--- src/rtl/pipe_mem_reader.sv ---
// Readback engine for the ALU pipeline's result memory.
// On start it issues sequential reads (address wraps modulo 2**AW). Returned
// words are streamed through a 2-entry FIFO on a valid/ready interface, each
// tagged with its source address and a last flag. A credit check on buffer
// occupancy plus the read in flight guarantees returned data always has a slot.
module pipe_mem_reader #(
  parameter int AW = 8,
  parameter int DW = 16
) (
  input  logic          clk1,
  input  logic          rst,
  input  logic          start,
  input  logic [AW-1:0] base_addr,
  input  logic [AW:0]   count,
  output logic          busy,
  output logic          done,
  output logic          mem_rd_en,
  output logic [AW-1:0] mem_rd_addr,
  input  logic [DW-1:0] mem_rd_data,
  output logic          out_valid,
  input  logic          out_ready,
  output logic [DW-1:0] out_data,
  output logic [AW-1:0] out_addr,
  output logic          out_last
);

  localparam logic [AW:0]   MAX_CNT  = {1'b1, {AW{1'b0}}};
  localparam logic [AW:0]   CNT_ONE  = {{AW{1'b0}}, 1'b1};
  localparam logic [AW-1:0] ADDR_ONE = {{(AW-1){1'b0}}, 1'b1};

  typedef enum logic [1:0] {
    S_IDLE  = 2'd0,
    S_READ  = 2'd1,
    S_DRAIN = 2'd2,
    S_DONE  = 2'd3
  } state_t;

  state_t        state_q, state_d;
  logic [AW-1:0] addr_q, addr_d;
  logic [AW:0]   cnt_q, cnt_d;
  logic [AW:0]   issued_q, issued_d;

  // Tag of the read whose data returns on the next edge.
  logic          infl_q;
  logic [AW-1:0] infl_addr_q;
  logic          infl_last_q;

  // Output FIFO storage.
  logic [DW-1:0] fdata_q [2];
  logic [AW-1:0] faddr_q [2];
  logic          flast_q [2];
  logic          wr_ptr_q, rd_ptr_q;
  logic [1:0]    occ_q;

  logic          push, pop;
  logic [2:0]    outstanding;
  logic          issue_last;

  function automatic logic [AW:0] clamp_count(input logic [AW:0] c);
    return (c > MAX_CNT) ? MAX_CNT : c;
  endfunction

  assign push        = infl_q;
  assign pop         = out_valid && out_ready;
  // Words already buffered plus the one in flight, minus the one leaving now.
  assign outstanding = {1'b0, occ_q} + {2'b00, infl_q} - {2'b00, pop};
  assign mem_rd_en   = (state_q == S_READ) && (outstanding < 3'd2);
  assign mem_rd_addr = addr_q;
  assign issue_last  = (issued_q == (cnt_q - CNT_ONE));

  assign busy        = (state_q == S_READ) || (state_q == S_DRAIN);
  assign done        = (state_q == S_DONE);

  assign out_valid   = (occ_q != 2'd0);
  assign out_data    = fdata_q[rd_ptr_q];
  assign out_addr    = faddr_q[rd_ptr_q];
  assign out_last    = flast_q[rd_ptr_q];

  // Next-state logic: command capture, read issue and completion tracking.
  always_comb begin
    state_d  = state_q;
    addr_d   = addr_q;
    cnt_d    = cnt_q;
    issued_d = issued_q;
    case (state_q)
      S_IDLE: begin
        if (start) begin
          if (count == '0) begin
            state_d = S_DONE;
          end else begin
            addr_d   = base_addr;
            cnt_d    = clamp_count(count);
            issued_d = '0;
            state_d  = S_READ;
          end
        end
      end
      S_READ: begin
        if (mem_rd_en) begin
          addr_d   = addr_q + ADDR_ONE;
          issued_d = issued_q + CNT_ONE;
          if ((issued_q + CNT_ONE) == cnt_q) begin
            state_d = S_DRAIN;
          end
        end
      end
      S_DRAIN: begin
        if (pop && out_last) begin
          state_d = S_DONE;
        end
      end
      S_DONE: begin
        state_d = S_IDLE;
      end
      default: begin
        state_d = S_IDLE;
      end
    endcase
  end

  // Control state register.
  always_ff @(posedge clk1 or posedge rst) begin
    if (rst) begin
      state_q  <= S_IDLE;
      addr_q   <= '0;
      cnt_q    <= '0;
      issued_q <= '0;
    end else begin
      state_q  <= state_d;
      addr_q   <= addr_d;
      cnt_q    <= cnt_d;
      issued_q <= issued_d;
    end
  end

  // Remember address and last tag of each issued read until its data returns.
  always_ff @(posedge clk1 or posedge rst) begin
    if (rst) begin
      infl_q      <= 1'b0;
      infl_addr_q <= '0;
      infl_last_q <= 1'b0;
    end else begin
      infl_q      <= mem_rd_en;
      infl_addr_q <= addr_q;
      infl_last_q <= issue_last;
    end
  end

  // Two-entry in-order FIFO; push is returned read data, pop is a downstream accept.
  always_ff @(posedge clk1 or posedge rst) begin
    if (rst) begin
      for (int i = 0; i < 2; i++) begin
        fdata_q[i] <= '0;
        faddr_q[i] <= '0;
        flast_q[i] <= 1'b0;
      end
      wr_ptr_q <= 1'b0;
      rd_ptr_q <= 1'b0;
      occ_q    <= 2'd0;
    end else begin
      if (push) begin
        fdata_q[wr_ptr_q] <= mem_rd_data;
        faddr_q[wr_ptr_q] <= infl_addr_q;
        flast_q[wr_ptr_q] <= infl_last_q;
        wr_ptr_q          <= ~wr_ptr_q;
      end
      if (pop) begin
        rd_ptr_q <= ~rd_ptr_q;
      end
      occ_q <= occ_q + {1'b0, push} - {1'b0, pop};
    end
  end

endmodule
--- config.mk ---
export PLATFORM = sky130hd
export DESIGN_NAME = pipe_mem_reader
export DESIGN_NICKNAME = d
export VERILOG_FILES = /design/src/rtl/pipe_mem_reader.sv
export SDC_FILE = /design/constraint.sdc
export NUM_CORES = 1
export LEC_CHECK = 0
export CAP_MARGIN = 20
export CORE_ASPECT_RATIO = 1.4
export CORE_MARGIN = 2
export CORE_UTILIZATION = 40
export CTS_CLUSTER_SIZE = 10
export DETAILED_ROUTE_END_ITERATION = 8
export GPL_TIMING_DRIVEN = 0
export PLACE_DENSITY = 0.6
export SLEW_MARGIN = 30
export SYNTH_ARGS = -nofsm -noshare
export SYNTH_HDL_FRONTEND = slang
export SYNTH_SLANG_ARGS = --single-unit
--- constraint.sdc ---
create_clock -name clk1 -period 7.11 [get_ports clk1]
set_input_delay 1.0665 -clock clk1 [delete_from_list [all_inputs] [get_ports clk1]]
set_output_delay 1.0665 -clock clk1 [all_outputs]
set_load 0.1 [all_outputs]
; Yosys cells after proc, flatten, opt, wreduce, memory -nomap -nowiden
; Cells that the tools add are included.
[totals]
ff_bits = 92
wordCells = 88
inputBits = 37
out_inout_bits = 37
[classes]
n_reduce_logical = 12
bitwise_logic = 5
mux = 33
addsub = 7
eq_ne = 10
magnitude_cmp = 5
[ops]
columns = cell, count
row1 = $mux 16, 4
row2 = $mux 8, 7
row3 = $mux 9, 4
row4 = $bwmux 32, 1
row5 = $eq 9x9->1, 2
row6 = $pmux 9 s2, 1
row7 = $bwmux 16, 1
row8 = $demux 16 s1, 1
row9 = $pmux 8 s2, 1
row10 = $mux 2, 5
row11 = $add 9x1->9 const B, 1
row12 = $gt 9x9->1 const B, 1
row13 = $logic_not 9->1, 1
row14 = $sub 9x1->9 const B, 1
row15 = $add 8x1->8 const B, 1
row16 = $demux 8 s1, 1
row17 = $pmux 2 s4, 1
row18 = $reduce_and 4->1, 2
row19 = $ne 2x2->1 const B, 3
row20 = $eq 2x2->1 const B, 2
row21 = $ge 2x2->1 const B, 2
row22 = $logic_and 1x1->1, 4
row23 = $mux 1, 4
row24 = $ne 2x1->1 const B, 2
row25 = 15 further kinds, 19

; Logic depth before layout (Yosys ltp)
; Gate-level depths: netlist of run 1.
[logic_depth]
depth_word = 7
mapped_depth = 14
mapped_depth_nobuf = 13

; Least setup slack after synthesis of run 1
; OpenSTA, ideal clock, no wires.
[synth_path]
path_type = in2out
startpoint = input port out_ready
endpoint = output port mem_rd_en
slack_ps = 1796
arrival_time_ps = 4247
path_stages = 7
cell_sequence = nand2_1 -> inv_1 -> ha_1 -> inv_1 -> ha_1 -> fa_1 -> nor3_1
[synth_via]
elab_chain_cells = 4
[synth_rtl]
columns = element, line
row1 = "start, declared", 21  ; input logic out_ready,
row2 = $logic_and 1x1->1, 64  ; assign pop = out_valid && out_ready;
row3 = net pop, 55  ; logic push, pop;
row4 = $sub 3x1->3, 66  ; assign outstanding = {1'b0, occ_q} + {2'b00, infl_q} - {2'b00, pop};
row5 = net outstanding[1], 56  ; logic [2:0] outstanding;
row6 = $lt 3x2->1, 67  ; assign mem_rd_en = (state_q == S_READ) && (outstanding < 3'd2);
row7 = $logic_and 1x1->1, 67
row8 = "end, declared", 17  ; output logic mem_rd_en,
; The timed path passes the listed nets, and every way through them passes these cells.

; Worst setup path in the final report of run 1
; Ends and elaborated chain as after synthesis.

==> reports/results.tsv, run 1 <==
stage	metric	value	unit
status	status	finished, final reports clean	
global_route	Congestion Overflow GR	0	
timing	Period minus WS final	5.16	ns
setup_path	worst-path maximum fanout	3	
routing	post-DR wirelength/cell	15.8	um
final_layout	Nets	551	
final_layout	diode count	0	
die	DIE AREA	12800	um^2
min_path	Worst Hold Class	flop to flop	
cts	post_cts resized	0	
timing	Rel. slew slack	33.0	%
logic_synthesis	Main synth FF type	dfrtp_1	
timing	Peak Freq	194	MHz
run	# Max-Cap Violations	0	
cts	CTS max path bufs	2	
timing	Fin. Hold Viols	0	
global_route	gr usage total	16.8	%
setup_path	Crit. End Element	primary output	
global_route	antenna violations before repair	0	
cts	post-CTS setup buffers	0	
routing	drt drc	0	
timing	Max Slew Vio Count	0	
timing	Layout Skew	0.00394	ns
logic_synthesis	syn_nets	467	
routing	DR vias/cell	5.22	
setup_path	path type of the worst setup path	input port to primary output	
final_layout	area grow syn2layout	26.4	%
routing	Iter 0 DRT Violations	115	
die	Row Count	47	
logic_synthesis	FFs w/ async S/R, synth	100	%
die	Die Y-Extent	133	um
die	Initial Util	40.6	%
setup_path	CP startpoint kind	input port	
logic_synthesis	Seq/Total Area, Yosys	48.5	%
timing	setup tns final	0	ns
setup_path	cell family with most CP delay	buffers and inverters	
routing	remaining antenna violation count after routing	0	
cts	root buf cell	clkbuf_16	
cts	number of H-tree branching levels	3	
timing	Finish-stage setup viols	0	
setup_path	Slowest-stage cell, CP	clkdlybuf4s50_1	
logic_synthesis	warnings from Yosys	0	
die	IO Pins	74	
final_layout	Fill cells	1038	
placed_design	routability cong.	0.845	
setup_path	Max stage delay on crit path	1.19	ns
final_layout	share of layout cells above drive strength 1	23.4	%
logic_synthesis	post-synth cell types	56	
routing	final WL	10300	um
cts	clock-pin slew on the worst setup and hold paths	0.07	ns
placed_design	I/O Buffers	72	
cts	CTS tree	built	
placed_design	hpwl dp	7650	um
routing	First-pass DRT Iterations	4	
cts	CTS Buf Count	9	
logic_synthesis	Syn Inst Count	420	
setup_path	CP required	6.04	ns
timing	crit share post-route	72.6	%
setup_path	cell chain of the critical path	clkdlybuf4s50_1, nand2_1, inv_1, ha_1, inv_1, ha_1, fa_1, nor3_1, clkdlybuf4s50_1	
die	core area	11700	um^2
cts	hold_buf cts	0	
logic_synthesis	Synth Register Bits	92	
timing	Worst Tran Pin Value	1.00	ns
global_route	largest net degree at the start of global routing	48	
die	Die X	96.1	um
setup_path	Arr. time, crit path	4.10	ns
final_layout	final instance area	6000	um^2
cts	Clock Sinks	92	
timing	RSZ-0062 raised after global routing	false	
cts	Clock Latency Late Sink	0.34	ns
setup_path	Reg2Reg Setup Slack	3.83	ns
global_route	vias in the first global route	3456	
logic_synthesis	Post-synth EDFFs	0	
logic_synthesis	Mapped Avg Cell Area	11.3	um^2
logic_synthesis	Post-Syn Area	4750	um^2
setup_path	Worst Path Buf+Inv	4	
routing	DR vias	3424	
placed_design	placed cell areas	5690	um^2
global_route	first-pass GRT wire length	16700	um
layout make-up:
| cell class | instances | area [um^2] | area share (%) |
|---|---|---|---|
| buffer | 23 | 113 | 1.88 |
| clock inverter | 7 | 90.1 | 1.50 |
| timing repair buffer | 73 | 748 | 12.5 |
| multi-input combinational | 291 | 2280 | 38.0 |
| inverter | 14 | 57.6 | 0.959 |
| clock buffer | 9 | 225 | 3.75 |
| tap | 147 | 184 | 3.06 |
| sequential | 92 | 2300 | 38.3 |
registers in the layout, summed over array words and instances, names as in the netlist:
register,flops
faddr_q,16
mem_rd_addr,8
state_q,2
rd_ptr_q,1
infl_last_q,1
cnt_q,9
infl_addr_q,8
flast_q,2
fdata_q,32
infl_q,1
issued_q,9
occ_q,2
wr_ptr_q,1
cell usage in the layout, fill, tap and decap left out, drive strengths merged, types with 9 or more instances in the layout:
cell type / instances
ha: 9
dfrtp: 92
inv: 18
o21ai: 30
xnor2: 14
buf: 12
nand3: 12
nand2b: 14
mux2: 78
a21oi: 11
clkbuf: 21
nand2: 29
clkdlybuf4s50: 72
nor2: 15
worst paths after layout:
check | start | depth (start not counted) | to
worst min-delay path | mem_rd_addr[1]$_DFFE_PP0P_ | 0 | infl_addr_q[1]$_DFF_PP0_
min in group asynchronous | rst | 2 | state_q[0]$_DFFE_PP0P_
worst max-delay path | out_ready | 9 | mem_rd_en
worst max register to register | occ_q[1]$_DFF_PP0_ | 13 | issued_q[8]$_DFFE_PP0P_
worst min register to register | mem_rd_addr[1]$_DFFE_PP0P_ | 0 | infl_addr_q[1]$_DFF_PP0_
max in group asynchronous | rst | 3 | mem_rd_addr[7]$_DFFE_PP0P_
cell usage after synthesis, types with 2 or more instances:
| master | count | area (um^2) |
|---|---|---|
| dfrtp_1 | 92 | 2300 |
| mux2_2 | 76 | 856 |
| nand2_1 | 29 | 109 |
| o21ai_0 | 29 | 145 |
| nor2_1 | 15 | 56.3 |
| nand2b_1 | 14 | 87.6 |
| inv_1 | 13 | 48.8 |
| xnor2_1 | 13 | 114 |
| nand3_1 | 12 | 60.1 |
| a21oi_1 | 11 | 55.1 |
| clkbuf_1 | 11 | 41.3 |
| ha_1 | 9 | 113 |
| buf_2 | 8 | 40.0 |
| nor3_1 | 8 | 40.0 |
| xor2_1 | 8 | 70.1 |
| nand4_1 | 7 | 43.8 |
| and3_1 | 4 | 25.0 |
| o31ai_1 | 4 | 30.0 |
| a22oi_1 | 3 | 22.5 |
| a31oi_1 | 3 | 18.8 |
| nor2b_1 | 3 | 18.8 |
| o22ai_1 | 3 | 18.8 |
| or2_2 | 3 | 18.8 |
| a311oi_1 | 2 | 17.5 |
| and4_1 | 2 | 17.5 |
| buf_4 | 2 | 15.0 |
| mux2_4 | 2 | 30.0 |
| mux2i_1 | 2 | 20.0 |
| nand3b_1 | 2 | 15.0 |
| o211ai_1 | 2 | 15.0 |
| o2bb2ai_1 | 2 | 17.5 |
| o41ai_1 | 2 | 17.5 |
stage by stage:
stage	hold WS (ns)	utilization [%]	setup slack, ns	std cells
after floorplan	0.454	-	1.80	420
after global placement	0.446	48.3	1.92	639
after detailed placement	0.455	48.6	1.92	640
after CTS	0.472	51.3	1.90	656
after global routing	0.497	51.3	1.83	656
final	0.473	51.3	1.95	656
kinds of logic after synthesis:
group                    synth area share (%)
AO/OA/AOI/OAI                            10.1
flip-flops                               48.5
multiplexers                             19.1
XOR/XNOR                                 4.21
adder cells (fa/ha/maj)                  2.79
AND/OR/NAND/NOR                          11.9
buffers and inverters                    3.48
layer usage:
| layer | GRT usage [%] | wire length, um | vias up |
|---|---|---|---|
| li1 | - | - | 1678 |
| met1 | 18.5 | 4130 | 1652 |
| met2 | 29.6 | 5360 | 73 |
| met3 | 4.04 | 488 | 21 |
| met4 | 7.94 | 361 | 0 |
| met5 | 0 | 0 | - |
Power of run 1 is left out: the tool's default activity adds up to more than one toggle a clock period on the data nets, which glitch-free logic cannot reach.
==> inputs of run 2 (changes only) <==
--- a/config.mk
+++ b/config.mk
@@ -12,7 +12,7 @@
 export CTS_CLUSTER_SIZE = 10
 export DETAILED_ROUTE_END_ITERATION = 8
 export GPL_TIMING_DRIVEN = 0
-export PLACE_DENSITY = 0.6
+export PLACE_DENSITY = 0.63
 export SLEW_MARGIN = 30
 export SYNTH_ARGS = -nofsm -noshare
 export SYNTH_HDL_FRONTEND = slang
==> constraint.sdc (replaced) <==
create_clock -name clk1 -period 4.5 [get_ports clk1]
set_input_delay 0.675 -clock clk1 [delete_from_list [all_inputs] [get_ports clk1]]
set_output_delay 0.675 -clock clk1 [all_outputs]
set_load 0.1 [all_outputs]
==> run 2 against run 1 <==
Net effect: first-iteration DRC count rose by 66%; cell area barely moved; global-route usage is 0.39 points higher; cell count unchanged; sequential cell count is the same; critical path depth did not move; largest cell class unchanged.
==> reports/results.tsv, run 2 (same netlist as run 1, synthesis figures left out) <==
stage	metric	value	unit
routing	final WL	10500	um
global_route	first-pass GRT wire length	17100	um
timing	Rel. slew slack	32.5	%
global_route	gr usage total	17.2	%
final_layout	share of layout cells above drive strength 1	23.4	%
setup_path	Crit. End Element	primary output	
min_path	Worst Hold Class	flop to flop	
cts	clock-pin slew on the worst setup and hold paths	0.07	ns
timing	Fin. Hold Viols	0	
die	Die Y-Extent	133	um
final_layout	post-route insts no fill	656	
placed_design	Cells after DPL	640	
cts	Clock Sinks	92	
cts	number of H-tree branching levels	3	
global_route	Congestion Overflow GR	0	
cts	root buf cell	clkbuf_16	
timing	Period minus WS final	4.31	ns
final_layout	Nets	551	
routing	post-DR wirelength/cell	16.0	um
die	Initial Util	40.6	%
final_layout	commonest non-fill, non-tap cell in the layout	dfrtp_1	
cts	CTS tree	built	
routing	First-pass DRT Iterations	5	
timing	Layout Skew	0.00828	ns
setup_path	CP required	3.83	ns
status	status	finished, final reports clean	
die	IO Pins	74	
setup_path	Arr. time, crit path	3.63	ns
cts	CTS Buf Count	9	
timing	crit share post-route	95.7	%
die	Die X	96.1	um
placed_design	hpwl dp	7760	um
cts	CTS max path bufs	2	
timing	Worst Tran Pin Value	1.01	ns
routing	DR vias	3450	
placed_design	I/O Buffers	72	
timing	Peak Freq	232	MHz
setup_path	path type of the worst setup path	input port to primary output	
timing	Finish-stage setup viols	0	
timing	RSZ-0062 raised after global routing	false	
placed_design	routability cong.	0.845	
routing	Iter 0 DRT Violations	191	
timing	setup tns final	0	ns
global_route	vias in the first global route	3486	
final_layout	diode count	0	
die	DIE AREA	12800	um^2
cts	post-CTS setup buffers	0	
run	# Max-Cap Violations	0	
cts	hold_buf cts	0	
die	Row Count	47	
setup_path	CP startpoint kind	input port	
final_layout	Final Core Density	51.3	%
setup_path	worst-path maximum fanout	3	
routing	drt drc	0	
final_layout	area grow syn2layout	26.3	%
timing	Max Slew Vio Count	0	
global_route	largest net degree at the start of global routing	74	
final_layout	Regs by FF count	fdata_q x32, faddr_q x16	
final_layout	commonest non-fill, non-tap cells in the layout	dfrtp_1 (92), mux2_2 (76), clkdlybuf4s50_1 (72)	
final_layout	max reg flops	32	
routing	remaining antenna violation count after routing	0	
cts	post_cts resized	0	
die	core area	11700	um^2
cts	Clock Latency Late Sink	0.34	ns
final_layout	Largest Register	fdata_q	
global_route	antenna violations before repair	0	
routing	DR vias/cell	5.26	
## run 2: cell types whose count changed in the layout (fill, tap and decap cells not counted)
| cell | delta |
|---|---|
| nor3_2 | +1 |
| clkinv_4 | -1 |
| clkbuf_8 | +1 |
| clkbuf_1 | +1 |
| inv_8 | -3 |
| nor3_1 | -1 |
| inv_6 | +2 |
## run 2: per-stage QoR
stage          setup slack [ns]  hold WS (ns)  area (um^2)
2_1_floorplan             0.514         0.454         4760
4_1_cts                   0.142         0.460         6000
3_3_place_gp             0.0482         0.439         5660
6_report                  0.192         0.455         6000
5_1_grt                  0.0280         0.471         6000
3_5_place_dp              0.162         0.444         5690
## run 2: worst paths after layout
| check | start | endpoint | slack, ns | cells past startpoint |
|---|---|---|---|---|
| max | out_ready | mem_rd_en | 0.19 | 9 |
| min | mem_rd_addr[1]$_DFFE_PP0P_ | infl_addr_q[1]$_DFF_PP0_ | 0.45 | 0 |
| max reg2reg | occ_q[1]$_DFF_PP0_ | issued_q[6]$_DFFE_PP0P_ | 1.21 | 13 |
| min reg2reg | mem_rd_addr[1]$_DFFE_PP0P_ | infl_addr_q[1]$_DFF_PP0_ | 0.45 | 0 |
| max in group asynchronous | rst | faddr_q[5]$_DFFE_PP0P_ | 3.24 | 3 |
| min in group asynchronous | rst | fdata_q[18]$_DFFE_PP0P_ | 0.65 | 2 |
## run 2: per-layer routing
layer / GRT usage, % / vias up / wire length (um)
li1: - / 1669 / -
met1: 19.4 / 1686 / 4130
met3: 3.93 / 20 / 449
met2: 30.7 / 75 / 5660
met4: 6.51 / 0 / 284
met5: 0 / - / 0
## run 2: area by class of cell
type / instances / area (um^2)
fillers: 1065 / 5700
clock buffers: 11 / 243
plain buffers: 23 / 113
repair buffers: 73 / 748
clock inverters: 5 / 65.1
multi-input cells: 291 / 2290
well taps: 147 / 184
inverters: 14 / 57.6
flip-flops and latches: 92 / 2300
## run 2: worst max-delay path, stage by stage
cell             delay [ns]
clkdlybuf4s50_1        0.43
nand2_1                0.10
inv_1                  0.05
ha_1                   0.26
inv_1                  0.04
ha_1                   0.18
fa_1                   0.49
nor3_2                 0.24
clkdlybuf4s50_1        1.17
Power of run 2 is left out for the same reason.
==> inputs of run 3 (changes only) <==
--- a/config.mk
+++ b/config.mk
@@ -13,6 +13,7 @@
 export DETAILED_ROUTE_END_ITERATION = 8
 export GPL_TIMING_DRIVEN = 0
 export PLACE_DENSITY = 0.63
+export RECOVER_POWER = 50
 export SLEW_MARGIN = 30
 export SYNTH_ARGS = -nofsm -noshare
 export SYNTH_HDL_FRONTEND = slang
==> run 3 against run 2 <==
Net effect: the flow now finishes with violations (capacitance limit, slew limit); sequential cell count did not move; clock skew rose by 0.0015 ns; worst hold slack got worse by 0.00051 ns; non-clock buffer count did not move.
==> reports/results.tsv, run 3 (same netlist as run 1, synthesis figures left out) <==
stage	metric	value	unit
final_layout	area grow syn2layout	25.7	%
die	IO Pins	74	
final_layout	max reg flops	32	
timing	Rel. slew slack	-17.1	%
routing	drt drc	0	
die	Initial Util	40.6	%
routing	DR vias/cell	5.27	
die	Die Y-Extent	133	um
routing	final WL	10500	um
status	failing checks	capacitance limit, slew limit	
cts	root buf cell	clkbuf_16	
final_layout	post-route insts no fill	656	
final_layout	Fill cells	1070	
final_layout	Final Core Density	51.0	%
placed_design	routability cong.	0.845	
final_layout	Regs by FF count	fdata_q x32, faddr_q x16	
run	# Max-Cap Violations	1	
cts	CTS tree	built	
timing	setup tns final	0	ns
die	core area	11700	um^2
timing	Finish-stage setup viols	0	
setup_path	Arr. time, crit path	3.63	ns
min_path	HP Start	mem_rd_addr[1]$_DFFE_PP0P_	
min_path	Hold Path Stages	0	
timing	Fin. Hold Viols	0	
die	DIE AREA	12800	um^2
die	Die X	96.1	um
placed_design	I/O Buffers	72	
min_path	Worst Hold Class	flop to flop	
global_route	first-pass GRT wire length	17100	um
routing	Iter 0 DRT Violations	204	
setup_path	R2R cell count	13	
routing	post-DR wirelength/cell	16.0	um
routing	First-pass DRT Iterations	4	
setup_path	path type of the worst setup path	input port to primary output	
global_route	largest net degree at the start of global routing	74	
timing	RSZ-0062 raised after global routing	false	
final_layout	Largest Register	fdata_q	
setup_path	CP required	3.83	ns
setup_path	r2r startpoint	occ_q[1]$_DFF_PP0_	
routing	DR vias	3456	
global_route	vias in the first global route	3486	
cts	Clock Latency Late Sink	0.34	ns
global_route	antenna violations before repair	0	
final_layout	commonest non-fill, non-tap cells in the layout	dfrtp_1 (92), mux2_2 (76), clkdlybuf4s50_1 (71)	
global_route	Congestion Overflow GR	0	
status	status	finished, violations left	
setup_path	worst-path maximum fanout	3	
placed_design	Cells after DPL	640	
cts	hold_buf cts	0	
timing	Worst Tran Pin Value	1.76	ns
global_route	gr usage total	17.2	%
min_path	Endpoint, Worst Hold	infl_addr_q[1]$_DFF_PP0_	
final_layout	commonest non-fill, non-tap cell in the layout	dfrtp_1	
final_layout	share of layout cells above drive strength 1	23.2	%
timing	Period minus WS final	4.30	ns
setup_path	Crit. End Element	primary output	
cts	clock-pin slew on the worst setup and hold paths	0.07	ns
timing	Peak Freq	232	MHz
placed_design	hpwl dp	7760	um
cts	number of H-tree branching levels	3	
timing	crit share post-route	95.6	%
die	Row Count	47	
timing	Max Slew Vio Count	74	
routing	remaining antenna violation count after routing	0	
cts	CTS max path bufs	2	
setup_path	CP startpoint kind	input port	
cts	Clock Sinks	92	
setup_path	Reg2Reg Setup Slack	1.21	ns
final_layout	diode count	0	
cts	CTS Buf Count	9	
timing	Layout Skew	0.00978	ns
cts	post-CTS setup buffers	0	
cts	post_cts resized	0	
setup_path	reg2reg end	issued_q[6]$_DFFE_PP0P_	
final_layout	Nets	551	
## run 3: routing by layer
| metal | track usage (%) | wire, um | vias up |
|---|---|---|---|
| li1 | - | - | 1676 |
| met1 | 19.4 | 4150 | 1692 |
| met2 | 30.7 | 5740 | 71 |
| met3 | 3.93 | 440 | 17 |
| met4 | 6.51 | 198 | 0 |
| met5 | 0 | 0 | - |
## run 3: area by class of cell
class | instances | area (um^2) | area share, %
inverters | 14 | 53.8 | 0.901
multi-input cells | 291 | 2290 | 38.3
repair buffers | 73 | 726 | 12.2
clock buffers | 11 | 243 | 4.07
well taps | 147 | 184 | 3.08
flip-flops and latches | 92 | 2300 | 38.6
plain buffers | 23 | 109 | 1.82
clock inverters | 5 | 65.1 | 1.09
## run 3: worst max-delay path, stage by stage
cell	delay, ns
clkdlybuf4s50_1	0.43
nand2_1	0.10
inv_1	0.05
ha_1	0.26
inv_1	0.04
ha_1	0.18
fa_1	0.49
nor3_2	0.23
clkdlybuf4s50_1	1.17
## run 3: worst max path at each step
| stage | from | endpoint | slack (ns) | depth (start not counted) |
|---|---|---|---|---|
| 6_report | out_ready | mem_rd_en | 0.20 | 9 |
| 5_1_grt | out_ready | mem_rd_en | 0.03 | 9 |
| 4_1_cts | out_ready | mem_rd_en | 0.14 | 9 |
| 3_5_place_dp | out_ready | mem_rd_en | 0.16 | 10 |
| 3_3_place_gp | rst | mem_rd_addr[0]$_DFFE_PP0P_ | 0.05 | 2 |
| 2_1_floorplan | occ_q[1]$_DFF_PP0_ | mem_rd_en | 0.51 | 8 |
## run 3: stage by stage
step	worst slack [ns]	area (um^2)	hold WS, ns
after floorplan	0.514	4760	0.454
after global placement	0.0482	5660	0.439
after detailed placement	0.162	5690	0.444
after CTS	0.142	6000	0.460
after global routing	0.0280	5970	0.471
final	0.197	5970	0.454
Power of run 3 is left out for the same reason.
